File: src/rtl/maincpu_pkg.sv
// Shared types and constants for the main-CPU program ROM controller.
package maincpu_pkg;

    localparam int unsigned ROM_AW = 15;
    localparam int unsigned DW     = 8;

    localparam logic [DW-1:0] OPEN_BUS_DEFAULT = 8'hFF;

    typedef enum logic [1:0] {
        StIdle,
        StWait,
        StCapt,
        StAck
    } rom_state_e;

    // The ROM is 32 KB aligned, so the window is decided by address bit 15 alone.
    function automatic logic rom_window_hit(input logic addr_msb, input logic base_msb);
        return addr_msb == base_msb;
    endfunction

endpackage

File: src/rtl/rom_lasthit_cache.sv
// One-entry last-read cache for the program ROM; only built when
// MAINCPU_ROM_LASTHIT_EN is defined.
`ifdef MAINCPU_ROM_LASTHIT_EN
module rom_lasthit_cache
    import maincpu_pkg::*;
(
    input  logic              clka,
    input  logic              rst_n,
    input  logic [ROM_AW-1:0] lookup_tag,
    output logic              lookup_hit,
    output logic [DW-1:0]     lookup_data,
    input  logic              fill_en,
    input  logic [ROM_AW-1:0] fill_tag,
    input  logic [DW-1:0]     fill_data
);

    logic [ROM_AW-1:0] tag_q;
    logic [DW-1:0]     data_q;
    logic              valid_q;

    // Only the valid bit needs reset; tag and data are qualified by it.
    always_ff @(posedge clka) begin
        if (!rst_n) begin
            valid_q <= 1'b0;
        end else if (fill_en) begin
            valid_q <= 1'b1;
        end
    end

    always_ff @(posedge clka) begin
        if (fill_en) begin
            tag_q  <= fill_tag;
            data_q <= fill_data;
        end
    end

    always_comb begin
        lookup_hit  = valid_q && (tag_q == lookup_tag);
        lookup_data = data_q;
    end

endmodule
`endif

File: src/rtl/maincpu_rom_ctrl.sv
// Bus-side controller for the main-CPU program ROM: window decode, BRAM latency
// absorption, one-cycle ack. Optional last-read cache via MAINCPU_ROM_LASTHIT_EN.
module maincpu_rom_ctrl
    import maincpu_pkg::*;
#(
    parameter int unsigned     ROM_LATENCY = 1,
    parameter logic [15:0]     ROM_BASE    = 16'h0000,
    parameter logic [DW-1:0]   OPEN_BUS    = OPEN_BUS_DEFAULT
) (
    input  logic              clka,
    input  logic              rst_n,
    input  logic              cpu_req,
    input  logic              cpu_we,
    input  logic [15:0]       cpu_addr,
    output logic [DW-1:0]     cpu_data,
    output logic              cpu_ack,
    output logic              cpu_err,
    output logic [ROM_AW-1:0] addra,
    input  logic [DW-1:0]     douta,
    output logic              busy
);

    localparam logic [1:0] LAT_INIT = 2'(ROM_LATENCY);

    rom_state_e state;
    logic [1:0] cnt;
    logic       win_hit;
    logic       cache_hit;
    logic [DW-1:0] cache_data;

    assign win_hit = rom_window_hit(cpu_addr[15], ROM_BASE[15]);
    assign busy    = (state != StIdle);

`ifdef MAINCPU_ROM_LASTHIT_EN
    rom_lasthit_cache u_cache (
        .clka        (clka),
        .rst_n       (rst_n),
        .lookup_tag  (cpu_addr[ROM_AW-1:0]),
        .lookup_hit  (cache_hit),
        .lookup_data (cache_data),
        .fill_en     (state == StCapt),
        .fill_tag    (addra),
        .fill_data   (douta)
    );
`else
    assign cache_hit  = 1'b0;
    assign cache_data = '0;
`endif

    always_ff @(posedge clka) begin
        if (!rst_n) begin
            state    <= StIdle;
            addra    <= '0;
            cpu_data <= '0;
            cpu_ack  <= 1'b0;
            cpu_err  <= 1'b0;
            cnt      <= '0;
        end else begin
            cpu_ack <= 1'b0;
            cpu_err <= 1'b0;
            unique case (state)
                StIdle: begin
                    if (cpu_req) begin
                        if (cpu_we) begin
                            state   <= StAck;
                            cpu_ack <= 1'b1;
                            cpu_err <= win_hit;
                        end else if (!win_hit) begin
                            state    <= StAck;
                            cpu_ack  <= 1'b1;
                            cpu_data <= OPEN_BUS;
                        end else if (cache_hit) begin
                            state    <= StAck;
                            cpu_ack  <= 1'b1;
                            cpu_data <= cache_data;
                        end else begin
                            addra <= cpu_addr[ROM_AW-1:0];
                            cnt   <= LAT_INIT;
                            state <= StWait;
                        end
                    end
                end
                StWait: begin
                    cnt <= cnt - 2'd1;
                    if (cnt == 2'd1) begin
                        state <= StCapt;
                    end
                end
                StCapt: begin
                    cpu_data <= douta;
                    cpu_ack  <= 1'b1;
                    state    <= StAck;
                end
                StAck: begin
                    state <= StIdle;
                end
                default: begin
                    state <= StIdle;
                end
            endcase
        end
    end

endmodule
File: config.mk
export PLATFORM = sky130hd
export DESIGN_NAME = maincpu_rom_ctrl
export DESIGN_NICKNAME = d
export VERILOG_FILES = /design/src/rtl/maincpu_pkg.sv /design/src/rtl/rom_lasthit_cache.sv /design/src/rtl/maincpu_rom_ctrl.sv
export SDC_FILE = /design/constraint.sdc
export NUM_CORES = 1
export LEC_CHECK = 0
export BUFFER_PORTS_ARGS = -buffer_cell sky130_fd_sc_hd__buf_2
export CORE_UTILIZATION = 40
export CTS_CLUSTER_DIAMETER = 150
export DETAILED_ROUTE_END_ITERATION = 8
export HOLD_SLACK_MARGIN = 0.02
export PLACE_DENSITY = 0.78
export RECOVER_POWER = 25
export SETUP_SLACK_MARGIN = 0.2
export SKIP_LAST_GASP = 1
export SYNTH_ARGS = -nofsm -noshare
export SYNTH_HDL_FRONTEND = slang
export SYNTH_SLANG_ARGS = --single-unit
File: constraint.sdc
create_clock -name clka -period 1.9 [get_ports clka]
set_input_delay 0.095 -clock clka [delete_from_list [all_inputs] [get_ports clka]]
set_output_delay 0.095 -clock clka [all_outputs]
set_load 0.05 [all_outputs]
Yosys cells after proc, flatten, opt, wreduce, memory -nomap -nowiden
Index checks and enable logic that the tools add are counted.

cells by class
  $lt $le $gt $ge = 0
  divide/modulo/power cells = 0
  reduce and logical (&&, ||, !) cells = 9
  equal/unequal tests = 9
  shifts and indexed selects = 0
  add/sub/neg operators = 1
  bitwise logic cells = 2
  multiplexer cells = 17
  $mul = 0

operators by type and width
  operator                                                            count
  8-bit two-way mux                                                   3
  8-bit case mux with 2 select lines                                  1
  4-bit AND reduction                                                 4
  2-bit two-way mux                                                   7
  2-bit inequality test, second input constant                        5
  2-bit case mux with 4 select lines                                  1
  2-bit nonzero test                                                  3
  2-bit by 1-bit == test with 1-bit output, second input constant     2
  2-bit == test, second input constant                                2
  2-bit case mux with 2 select lines                                  1
  1-bit two-way mux                                                   3
  2-bit zero test                                                     1
  1-bit inverter                                                      2
  1-bit case mux with 2 select lines                                  1
  2-bit AND reduction                                                 1
  2-bit by 1-bit subtractor with 2-bit output, second input constant  1

word-level totals
  output and inout bits = 26
  input bits = 28
  ROM bits = 0
  logic and storage cells = 44
  latch bits = 0
  bits in registers = 29
  memory bits (writable) = 0
  memories kept = 0

Logic depth before layout (Yosys ltp)
Gate-level depths: netlist of run 1.

  depth after elaboration = 4
  depth in mapped cells = 8
  depth with buffers taken out = 5

Least setup slack after synthesis of run 1
Ideal clock, no wire load.

  kind = register to register
  from = register state[0]
  to = register cnt[0]
  data arrival time = 1314 ps
  buffers on the path = 2
  period minus slack after synthesis = 1438 ps
  path slack = 462 ps
  cell stages (with the launch flop) = 8
  setup time = 124 ps
  cell sequence = dfxtp_1 -> inv_1 -> ha_1 -> buf_6 -> and4bb_1 -> buf_4 -> o31ai_1 -> a21oi_1

between the ends
  cells in the longest elaborated chain, start to end = 3

RTL lines
  what                                                                                 RTL line                text
  start, declared                                                                      maincpu_rom_ctrl.sv:25  rom_state_e state;
  start signal, assigned                                                               maincpu_rom_ctrl.sv:52  state <= StIdle;
  start signal, assigned                                                               maincpu_rom_ctrl.sv:65  state <= StAck;
  start signal, assigned                                                               maincpu_rom_ctrl.sv:69  state <= StAck;
  2-bit by 1-bit == test with 1-bit output / 2-bit zero test (equally long branches)   maincpu_rom_ctrl.sv:61  unique case (state)
  2-bit nonzero test (no source line) / 2-bit inequality test (equally long branches)  --
  4-bit AND reduction (no source line)                                                 --
  end signal, assigned                                                                 maincpu_rom_ctrl.sv:84  cnt <= cnt - 2'd1;
  end, declared                                                                        maincpu_rom_ctrl.sv:26  logic [1:0] cnt;

Parallel ways exist; a longest one is shown, timed or not.
A chain may end at the register's enable or synchronous reset.

Worst setup path in the final report of run 1
  from = register state[0]
  to = register addra[0]

between the ends
  cells in the longest elaborated chain, start to end = 2

RTL lines
  what                                  RTL line                text
  2-bit zero test                       maincpu_rom_ctrl.sv:61
  4-bit AND reduction (no source line)  --
  end signal, assigned                  maincpu_rom_ctrl.sv:77  addra <= cpu_addr[ROM_AW-1:0];
  end, declared                         maincpu_rom_ctrl.sv:18  output logic [ROM_AW-1:0] addra,

No other way between the ends.

==> results.md, run 1 <==
- Status: complete, no violations
- Maximum fanout along the worst path: 10
- Drt first pass iters: 4
- Nets: 245
- Largest net degree at the start of global routing: 37
- Worst Setup Slack, final: 0.360 ns
- GPL Wtd Cong: 0.789
- P&R area growth vs syn: 32.9%
- First-pass GRT wire length: 4.87 mm
- Worst Setup EP: addra[0]
- Clock latency on the worst-skew pair: 0.32 ns
- Fin. Hold Viols: 0
- Synth Register Bits: 29
- Antenna violations before repair: 0
- CP Class: reg -> reg
- Number of synthesized flops with an enable pin: 0
- Vias in the first global route: 1111
- Drt via density: 4.77
- Setup TNS: 0 ns
- DR WL met2: 1.46 mm
- Max_cap viols: 0
- Top sig layer: met4
- # rows: 20
- Most common cell in the synthesized netlist: nand2_1
- Die Ht: 59.3 um
- Initial Util: 42.6%
- CP startpoint: state[0]
- Min-delay worst type: in -> reg
- Worst slew pin tran: 0.608 ns
- Clock transition at the registers of the reported paths: 0.09 ns
- Unique masters post-synth: 29
- Die width: 59.3 um
- Met1 Wirelength: 1.36 mm
- Vias: 1220
- All-Layer GR Usage: 19.0%
- Unrepaired setup endpoints after global routing: no
- Io pins: 54
- Final Cycle Share: 81.1%
- N_diodes: 0
- Antenna Violating Nets Remaining: 0
- PnR Total Power: 2.22 mW
- Syn. warnings: 0
- R2R cell count: 6
- H-tree depth: 2
- Syn avg cell area: 8.93 um2
- Core ar.: 3080 um2
- Max Fclk: 649 MHz
- Share of cells above drive strength 1: 30.2%
- Register area share after synthesis: 44.2%
- Max clock buf depth: 2
- Pre-CTS WS: 0.293 ns
- P_leak: 0.750 nW
- Flop2flop setup slack: 0.36 ns
- Final setup vio count: 0
- I/O Buffers: 53
- Synth Cell Area: 1310 um2
- CTS Sinks: 29
- Top cells by instance count after synthesis: nand2_1, dfxtp_1, nand4_1, o21ai_0, o21ai_2
- Setup Fix Bufs, Post-CTS: 0
- Final WL: 3.06 mm
- CP Cell Sequence: inv_1 > ha_2 > and4bb_2 > buf_4 > nand2_1 > a21oi_1
- Worst Path Required: 2.15 ns
- Slowest cell on the critical path: and4bb_2
- FF-to-FF End: addra[0]
- Fill cells: 289
- DP HPWL: 2.04 mm
- Syn nets: 180
- Fraction of registers with async set/reset: 0%
- Drt drc: 0
- Ranking of synthesized cells by area: dfxtp_1, nand2_1, o21ai_2, ha_1, a21boi_1
- Final Max Tran Viols: 0
- Die area: 3510 um2
- R2R Path Start: state[0]
- Crit end category: flip-flop
- DP Area: 1570 um2
- Cells after synthesis: 147
- Power Density: 1270 nW/um2
- Area leader, netlist: dfxtp_1
- Starting DRT DRC Count: 50
- Rel. slew slack: 59.6%
- Top-area cell type share of the netlist area: 44.2%
- Design area: 1740 um2
- Top_reg_cell synth: dfxtp_1
- Met3 wire len: 207 um
- Grt total ovfl: 0
- Arr. time, crit path: 1.79 ns
- Clock Root Buffer: clkbuf_4
- TritonCTS clock tree: done
- WL/cell: 11.9 um
- Crit path largest cell delay: 0.37 ns
- CTS buffer count: 5
- Final worst path period need: 1.54 ns
- Startpoint types: flip-flop
- Final Skew: 0.00633 ns
- VDD IR-drop max: 0.000924 V
[per-layer routing]
metal  up-vias  global-route usage, %
met2        45                   33.7
met5         -                      0
met3         5                   7.21
met1       533                   21.0
li1        637                      -
met4         0                   5.10
[registers in the layout, indices dropped and copies added, names as in the netlist]
| register | cells |
|---|---|
| state | 2 |
| addra | 15 |
| cpu_ack | 1 |
| cnt | 2 |
| cpu_err | 1 |
| cpu_data | 8 |
[power breakdown]
| group | switching, mW | total [mW] | internal (mW) | leakage, nW |
|---|---|---|---|---|
| registers | 0.0595 | 0.787 | 0.728 | 0.236 |
| logic | 0.727 | 1.06 | 0.335 | 0.482 |
| clock network | 0.199 | 0.373 | 0.174 | 0.0314 |
[final cells by class]
| cell class | instances | area [um2] | area share [%] |
|---|---|---|---|
| tap | 44 | 55.1 | 3.16 |
| sequential | 29 | 581 | 33.3 |
| multi-input combinational | 102 | 637 | 36.5 |
| clock buffer | 7 | 55.1 | 3.16 |
| timing repair buffer | 68 | 394 | 22.6 |
| inverter | 6 | 22.5 | 1.29 |
[how the worst min path moves through the flow]
stage	start	endpoint	slack, ns	depth (start not counted)
final	cpu_addr[4]	addra[4]	0.03	3
after global routing	cpu_we	cpu_err	0.02	3
after CTS	cpu_addr[4]	addra[4]	0.02	3
after detailed placement	cpu_addr[14]	addra[14]	0.34	3
after global placement	cpu_addr[9]	addra[9]	0.34	3
after floorplan	cpu_addr[15]	cpu_err	0.17	1
[worst max-delay path, delay by kind of cell (launching register included)]
kind                     cells  cell delay (ns)
AO/OA/AOI/OAI                1             0.11
adder cells (fa/ha/maj)      1             0.28
buffers and inverters        2             0.30
flip-flops                   1             0.34
AND/OR/NAND/NOR              2             0.44
[stage by stage]
stage          std cells  hold slack (ns)  utilization (%)
2_1_floorplan        147            0.172                -
4_1_cts              256           0.0205             57.1
6_report             256           0.0327             56.7
3_5_place_dp         236            0.340             51.1
3_3_place_gp         236            0.340             51.1
5_1_grt              256           0.0238             56.7
[cells in the final DEF (no fill, tap or decap), types with 6 or more instances in the layout]
cell type / count
buf_2: 40
dlygate4sd3_1: 13
o21ai_2: 8
dfxtp_1: 29
a21oi_1: 7
clkbuf_1: 14
nand4_1: 8
o21ai_0: 8
nand2_1: 34
a21boi_1: 7
inv_1: 6
[kinds of logic (layout without fill, tap and decap cells)]
| group | count (synthesis) | in the layout | synth area share (%) |
|---|---|---|---|
| buf+inv | 16 | 81 | 7.44 |
| fa+ha+maj | 5 | 5 | 4.77 |
| simple gates | 56 | 56 | 21.7 |
| flops | 29 | 29 | 44.2 |
| compound gates | 41 | 41 | 21.8 |
[what timing repair did]
action                                  CTS  global route
gates resized for setup                   0             2
endpoints found under the setup margin    0            11
endpoints found under the hold margin    13             0
hold buffers                             13             0
Power figures use the tool's default switching activity.
==> run 2: changes to the inputs <==
==> constraint.sdc (replaced) <==
create_clock -name clka -period 1.6 [get_ports clka]
set_input_delay 0.08 -clock clka [delete_from_list [all_inputs] [get_ports clka]]
set_output_delay 0.08 -clock clka [all_outputs]
set_load 0.05 [all_outputs]
==> run 2 against run 1 <==
  * Core utilization rose by 6.2 points
  * Count of clock-buffer cells in the layout fell by 2
  * Sequential power rose by 22%
  * Final cell count rose by 5.1%
  * First-iteration DRC count rose by 4.0%
  * Maximum frequency rose by 13%
  * Clock power rose by 100%
  * Critical path depth fell by 1
  * Register-to-register slack got worse by 0.12 ns
  * Clock skew fell by 0.0021 ns
  * Global-route usage rose by 1.5 points
  * Non-clock buffer count rose by 12
==> results.md, run 2 (synthesized netlist as in run 1, its figures left out) <==
- CTS Sinks: 29
- Final worst path period need: 1.36 ns
- Maximum fanout along the worst path: 3
- Drt via density: 4.84
- DP HPWL: 2.03 mm
- Largest net degree at the start of global routing: 29
- Hold path cells: 3
- Max FFs per register: 15
- Clock latency on the worst-skew pair: 0.33 ns
- Logic pwr share: 44.7%
- First-pass GRT wire length: 5.18 mm
- Layout Cells excl Fill: 269
- CP Class: reg -> reg
- Switching share of total power: 40.5%
- Final Cycle Share: 84.8%
- N_diodes: 0
- CTS buffer count: 5
- HP Start: douta[3]
- Vias: 1301
- Setup TNS: 0 ns
- # rows: 20
- Antenna violations before repair: 0
- Regs by FF count: addra (15), cpu_data (8)
- Max Fclk: 737 MHz
- Placed Cells: 238
- Antenna Violating Nets Remaining: 0
- Power Internal: 1.84 mW
- VDD IR-drop max: 0.000992 V
- Status: complete, no violations
- Unrepaired setup endpoints after global routing: yes
- Die width: 59.3 um
- Grt total ovfl: 0
- FF-to-FF End: cnt[1]
- Drt first pass iters: 4
- Final WL: 3.37 mm
- Power Density: 1600 nW/um2
- WL/cell: 12.5 um
- Startpoint types: flip-flop
- GPL Wtd Cong: 0.815
- Max_cap viols: 0
- Final Skew: 0.00420 ns
- Reg power frac: 31.1%
- Fin. Hold Viols: 0
- TritonCTS clock tree: done
- Die area: 3510 um2
- Most frequent cells in the layout: buf_2, nand2_1, dfxtp_1, dlygate4sd3_1, clkbuf_1
- Clock Root Buffer: clkbuf_4
- Worst slew pin tran: 0.638 ns
- Clock transition at the registers of the reported paths: 0.09 ns
- Worst Setup Slack, final: 0.243 ns
- Max clock buf depth: 2
- Final Max Tran Viols: 0
- Core ar.: 3080 um2
- Vias in the first global route: 1196
- Arr. time, crit path: 1.59 ns
- Min-delay worst type: in -> reg
- Pre-CTS WS: 0.133 ns
- Flop2flop setup slack: 0.24 ns
- P_leak: 0.830 nW
- P_sw: 1.25 mW
- I/O Buffers: 53
- R2R cell count: 5
- Drt drc: 0
- P&R area growth vs syn: 47.4%
- Nets: 257
- Most common cell after layout, fill and taps aside: buf_2
- Largest Register: addra
- Io pins: 54
- Crit end category: flip-flop
- Worst hold slack: 0.0396 ns
- Rel. slew slack: 57.7%
- All-Layer GR Usage: 20.5%
- Initial Util: 42.6%
- R2R Path Start: state[1]
- Final setup vio count: 0
- Die Ht: 59.3 um
- Clock power frac: 24.3%
- Endpoint, Worst Hold: cpu_data[3]
- H-tree depth: 2
- Starting DRT DRC Count: 52
- Worst Path Required: 1.84 ns
- Share of cells above drive strength 1: 34.2%
run 2: cell count changes in the layout (fill, tap and decap cells not counted), moves of 2 or more:
cell	delta
bufinv_16	+2
dfxtp_2	+2
inv_2	+2
inv_1	-2
dfxtp_1	-2
buf_6	+2
buf_4	+2
dlygate4sd3_1	+8
run 2: worst max-delay path, cell delays in order, from the launching register on:
cell	delay, ns
dfxtp_2	0.36
inv_2	0.06
ha_1	0.20
nor2b_1	0.17
a31o_2	0.23
a31o_2	0.24
run 2: how the worst max path moves through the flow:
stage,cells past startpoint,to,slack (ns),start
floorplan,7,cnt[0],0.20,state[0]
global placement,4,state[0],0.18,state[0]
detailed placement,6,addra[4],0.13,state[0]
CTS,5,cnt[0],0.23,state[0]
global route,5,cpu_data[1],0.19,state[0]
finish,5,cnt[1],0.24,state[1]
run 2: repair_timing:
action                                 CTS  global route
pin swaps                                1             2
endpoints found under the hold margin   19             1
gates resized for setup                  3             8
setup endpoints to repair               28            23
setup buffers                            0             2
hold buffers                            20             1
run 2: power groups by stage:
stage | clock, mW | sequential [mW] | combinational [mW]
global placement | 0 | 0.964 | 1.23
floorplan | 0 | 1.29 | 0.718
finish | 0.749 | 0.959 | 1.38
global route | 0.797 | 0.974 | 1.48
detailed placement | 0 | 0.968 | 1.24
CTS | 0.764 | 0.954 | 1.33
run 2: per-stage QoR:
| stage | power, mW | utilization, % | area [um2] |
|---|---|---|---|
| after floorplan | 2.01 | - | 1320 |
| after global placement | 2.19 | 51.7 | 1590 |
| after detailed placement | 2.21 | 51.7 | 1590 |
| after CTS | 3.04 | 61.9 | 1910 |
| after global routing | 3.25 | 62.8 | 1930 |
| final | 3.09 | 62.8 | 1930 |
run 2: metal layers:
layer  vias to the layer above  track usage, %  share of wire, %
met4                         0            9.86               1.3
met5                         -               0                 0
met2                        35            34.8                50
met1                       599            23.1                44
met3                         7            6.55               4.2
li1                        660               -                 -
run 2: cell type report:
class	count	area (um2)
fill	259	1140
sequential	29	583
clock inverter	3	65.1
multi-input combinational	102	659
inverter	6	22.5
timing repair buffer	80	512
tap	44	55.1
clock buffer	5	37.5
==> run 3: changes to the inputs <==
--- a/config.mk
+++ b/config.mk
@@ -10,7 +10,7 @@
 export CTS_CLUSTER_DIAMETER = 150
 export DETAILED_ROUTE_END_ITERATION = 8
 export HOLD_SLACK_MARGIN = 0.02
-export PLACE_DENSITY = 0.78
+export PLACE_DENSITY = 0.81
 export RECOVER_POWER = 25
 export SETUP_SLACK_MARGIN = 0.2
 export SKIP_LAST_GASP = 1
==> constraint.sdc (replaced) <==
create_clock -name clka -period 1.2 [get_ports clka]
set_input_delay 0.06 -clock clka [delete_from_list [all_inputs] [get_ports clka]]
set_output_delay 0.06 -clock clka [all_outputs]
set_load 0.05 [all_outputs]
==> run 3 against run 2 <==
  * Maximum frequency increased by 3.1%
  * Worst setup slack got worse by 0.36 ns
  * Highest routed layer unchanged
  * The flow now finishes with violations (negative setup slack)
  * Clock skew up 0.0062 ns
  * Count of clock-buffer cells in the layout rose by 1
  * Power grew 35%
  * Clock power decreased by 23%
  * Sequential share of layout area shrank 3.4 points
==> results.md, run 3 (synthesized netlist as in run 1, its figures left out) <==
- WL/cell: 13.5 um
- TritonCTS clock tree: done
- Die area: 3510 um2
- FF-to-FF End: cnt[1]
- Arr. time, crit path: 1.57 ns
- Final setup vio count: 28
- Maximum fanout along the worst path: 3
- H-tree depth: 2
- CTS Sinks: 29
- CP Class: reg -> reg
- Global routing usage on met1: 19.9%
- Max_cap viols: 0
- P_leak: 0.956 nW
- Worst slew pin tran: 0.443 ns
- Largest Register: addra
- All-Layer GR Usage: 21.3%
- Flop2flop setup slack: -0.12 ns
- Max FFs per register: 15
- HP Start: douta[0]
- Drt first pass iters: 4
- Drt drc: 0
- Starting DRT DRC Count: 60
- Worst Setup Slack, final: -0.116 ns
- Startpoint types: flip-flop
- CP Cell Sequence: inv_2 > ha_2 > nor2b_1 > a31o_2 > a31o_2
- Setup TNS: -1.88 ns
- Vias in the first global route: 1303
- DP HPWL: 2.09 mm
- Final WL: 3.81 mm
- Hold path cells: 3
- Nets: 270
- CTS buffer count: 5
- Final Skew: 0.0104 ns
- Worst Path Required: 1.45 ns
- Initial Util: 42.6%
- Share of cells above drive strength 1: 50.8%
- Core ar.: 3080 um2
- Clock Root Buffer: clkbuf_4
- Final Cycle Share: 110%
- Cell mode on critical path: a31o_2
- N_diodes: 0
- Die width: 59.3 um
- Top Usage Layer GRT: met2
- Largest net degree at the start of global routing: 28
- GR Util met2: 40.0%
- Unrepaired setup endpoints after global routing: yes
- Antenna Violating Nets Remaining: 0
- Met3 Resource Use GR: 6.99%
- Crit path largest cell delay: 0.35 ns
- Grt total ovfl: 0
- Failing checks: negative setup slack
- R2R cell count: 5
- Max Fclk: 760 MHz
- Slowest cell on the critical path: dfxtp_2
- Crit end category: flip-flop
- P&R area growth vs syn: 67.1%
- Rel. slew slack: 70.5%
- Io pins: 54
- WP buf/inv: 1
- Clock transition at the registers of the reported paths: 0.09 ns
- Delay-heaviest family, CP: compound AO/OA/AOI/OAI gates
- R2R Path Start: state[1]
- Drt via density: 4.87
- First-pass GRT wire length: 5.38 mm
- Most frequent cells in the layout: buf_2, dfxtp_1, buf_4, dlygate4sd3_1, nand2_1
- Status: finished, violations left
- Power Density: 1900 nW/um2
- VDD IR-drop max: 0.00153 V
- Most common cell after layout, fill and taps aside: buf_2
- # rows: 20
- Worst hold slack: 0.0206 ns
- CP startpoint: state[1]
- Endpoint, Worst Hold: cpu_data[0]
- Antenna violations before repair: 0
- Die Ht: 59.3 um
- Min-delay worst type: in -> reg
- Clock latency on the worst-skew pair: 0.34 ns
- Vias: 1373
- I/O Buffers: 53
- Max clock buf depth: 2
- Final Max Tran Viols: 0
- Final worst path period need: 1.32 ns
- GPL Wtd Cong: 0.715
- Regs by FF count: addra (15), cpu_data (8)
- Fin. Hold Viols: 0
==> run 3: cell types whose count changed in the layout (fill, tap and decap cells not counted), moves of 5 or more <==
cell,delta
nand2_1,-13
buf_4,+21
a21boi_1,+5
o21ai_0,-7
clkbuf_1,-12
buf_2,-12
clkbuf_2,+6
o21ai_1,+7
nand2_2,+11
==> run 3: layer usage <==
layer  wire length (um)  vias to the layer above  part of all wire, %
met2               2000                       51                   53
met3                264                        7                  6.9
met1               1460                      624                   38
met5                  0                        -                    0
met4                 79                        0                  2.1
li1                   -                      691                    -
==> run 3: final cells by class <==
type / instances / area [um2]
clock buffer: 6 / 41.3
clock inverter: 2 / 10.0
fill: 225 / 885
inverter: 6 / 22.5
multi-input combinational: 102 / 737
sequential: 29 / 586
tap: 44 / 55.1
timing repair buffer: 93 / 742
==> run 3: how the worst max path moves through the flow <==
stage | depth (start not counted) | to | slack, ns
finish | 5 | cnt[1] | -0.12
global route | 6 | addra[13] | -0.17
CTS | 5 | busy | -0.12
detailed placement | 5 | cnt[1] | -0.13
global placement | 5 | cnt[1] | -0.09
floorplan | 7 | cnt[0] | -0.14
==> run 3: report_power, final <==
group | total (mW) | internal [mW] | switching, mW
clock network | 0.575 | 0.222 | 0.353
logic | 2.32 | 1.00 | 1.32
registers | 1.28 | 1.16 | 0.122
total | 4.18 | 2.38 | 1.79
==> run 3: what timing repair did <==
item,in CTS,in global routing
endpoints found under the setup margin,50,36
hold endpoints to repair,21,2
pin swaps,11,13
setup buffers,1,0
hold buffers,22,2
resized for setup,33,42
cloned,0,1
==> run 3: worst register-to-register path, cell delays in order, from the launching register on <==
cell and delay [ns]:
dfxtp_2 0.35, inv_2 0.06, ha_2 0.18, nor2b_1 0.16, a31o_2 0.24, a31o_2 0.24
==> run 3: metrics by stage <==
| stage | instances | utilization [%] | power, mW | area (um2) | setup slack, ns |
|---|---|---|---|---|---|
| 2_1_floorplan | 147 | - | 2.71 | 1330 | -0.142 |
| 3_3_place_gp | 248 | 55.3 | 3.15 | 1700 | -0.0855 |
| 3_5_place_dp | 248 | 55.3 | 3.17 | 1700 | -0.127 |
| 4_1_cts | 279 | 67.0 | 4.03 | 2060 | -0.119 |
| 5_1_grt | 282 | 71.3 | 4.43 | 2190 | -0.175 |
| 6_report | 282 | 71.3 | 4.18 | 2190 | -0.116 |
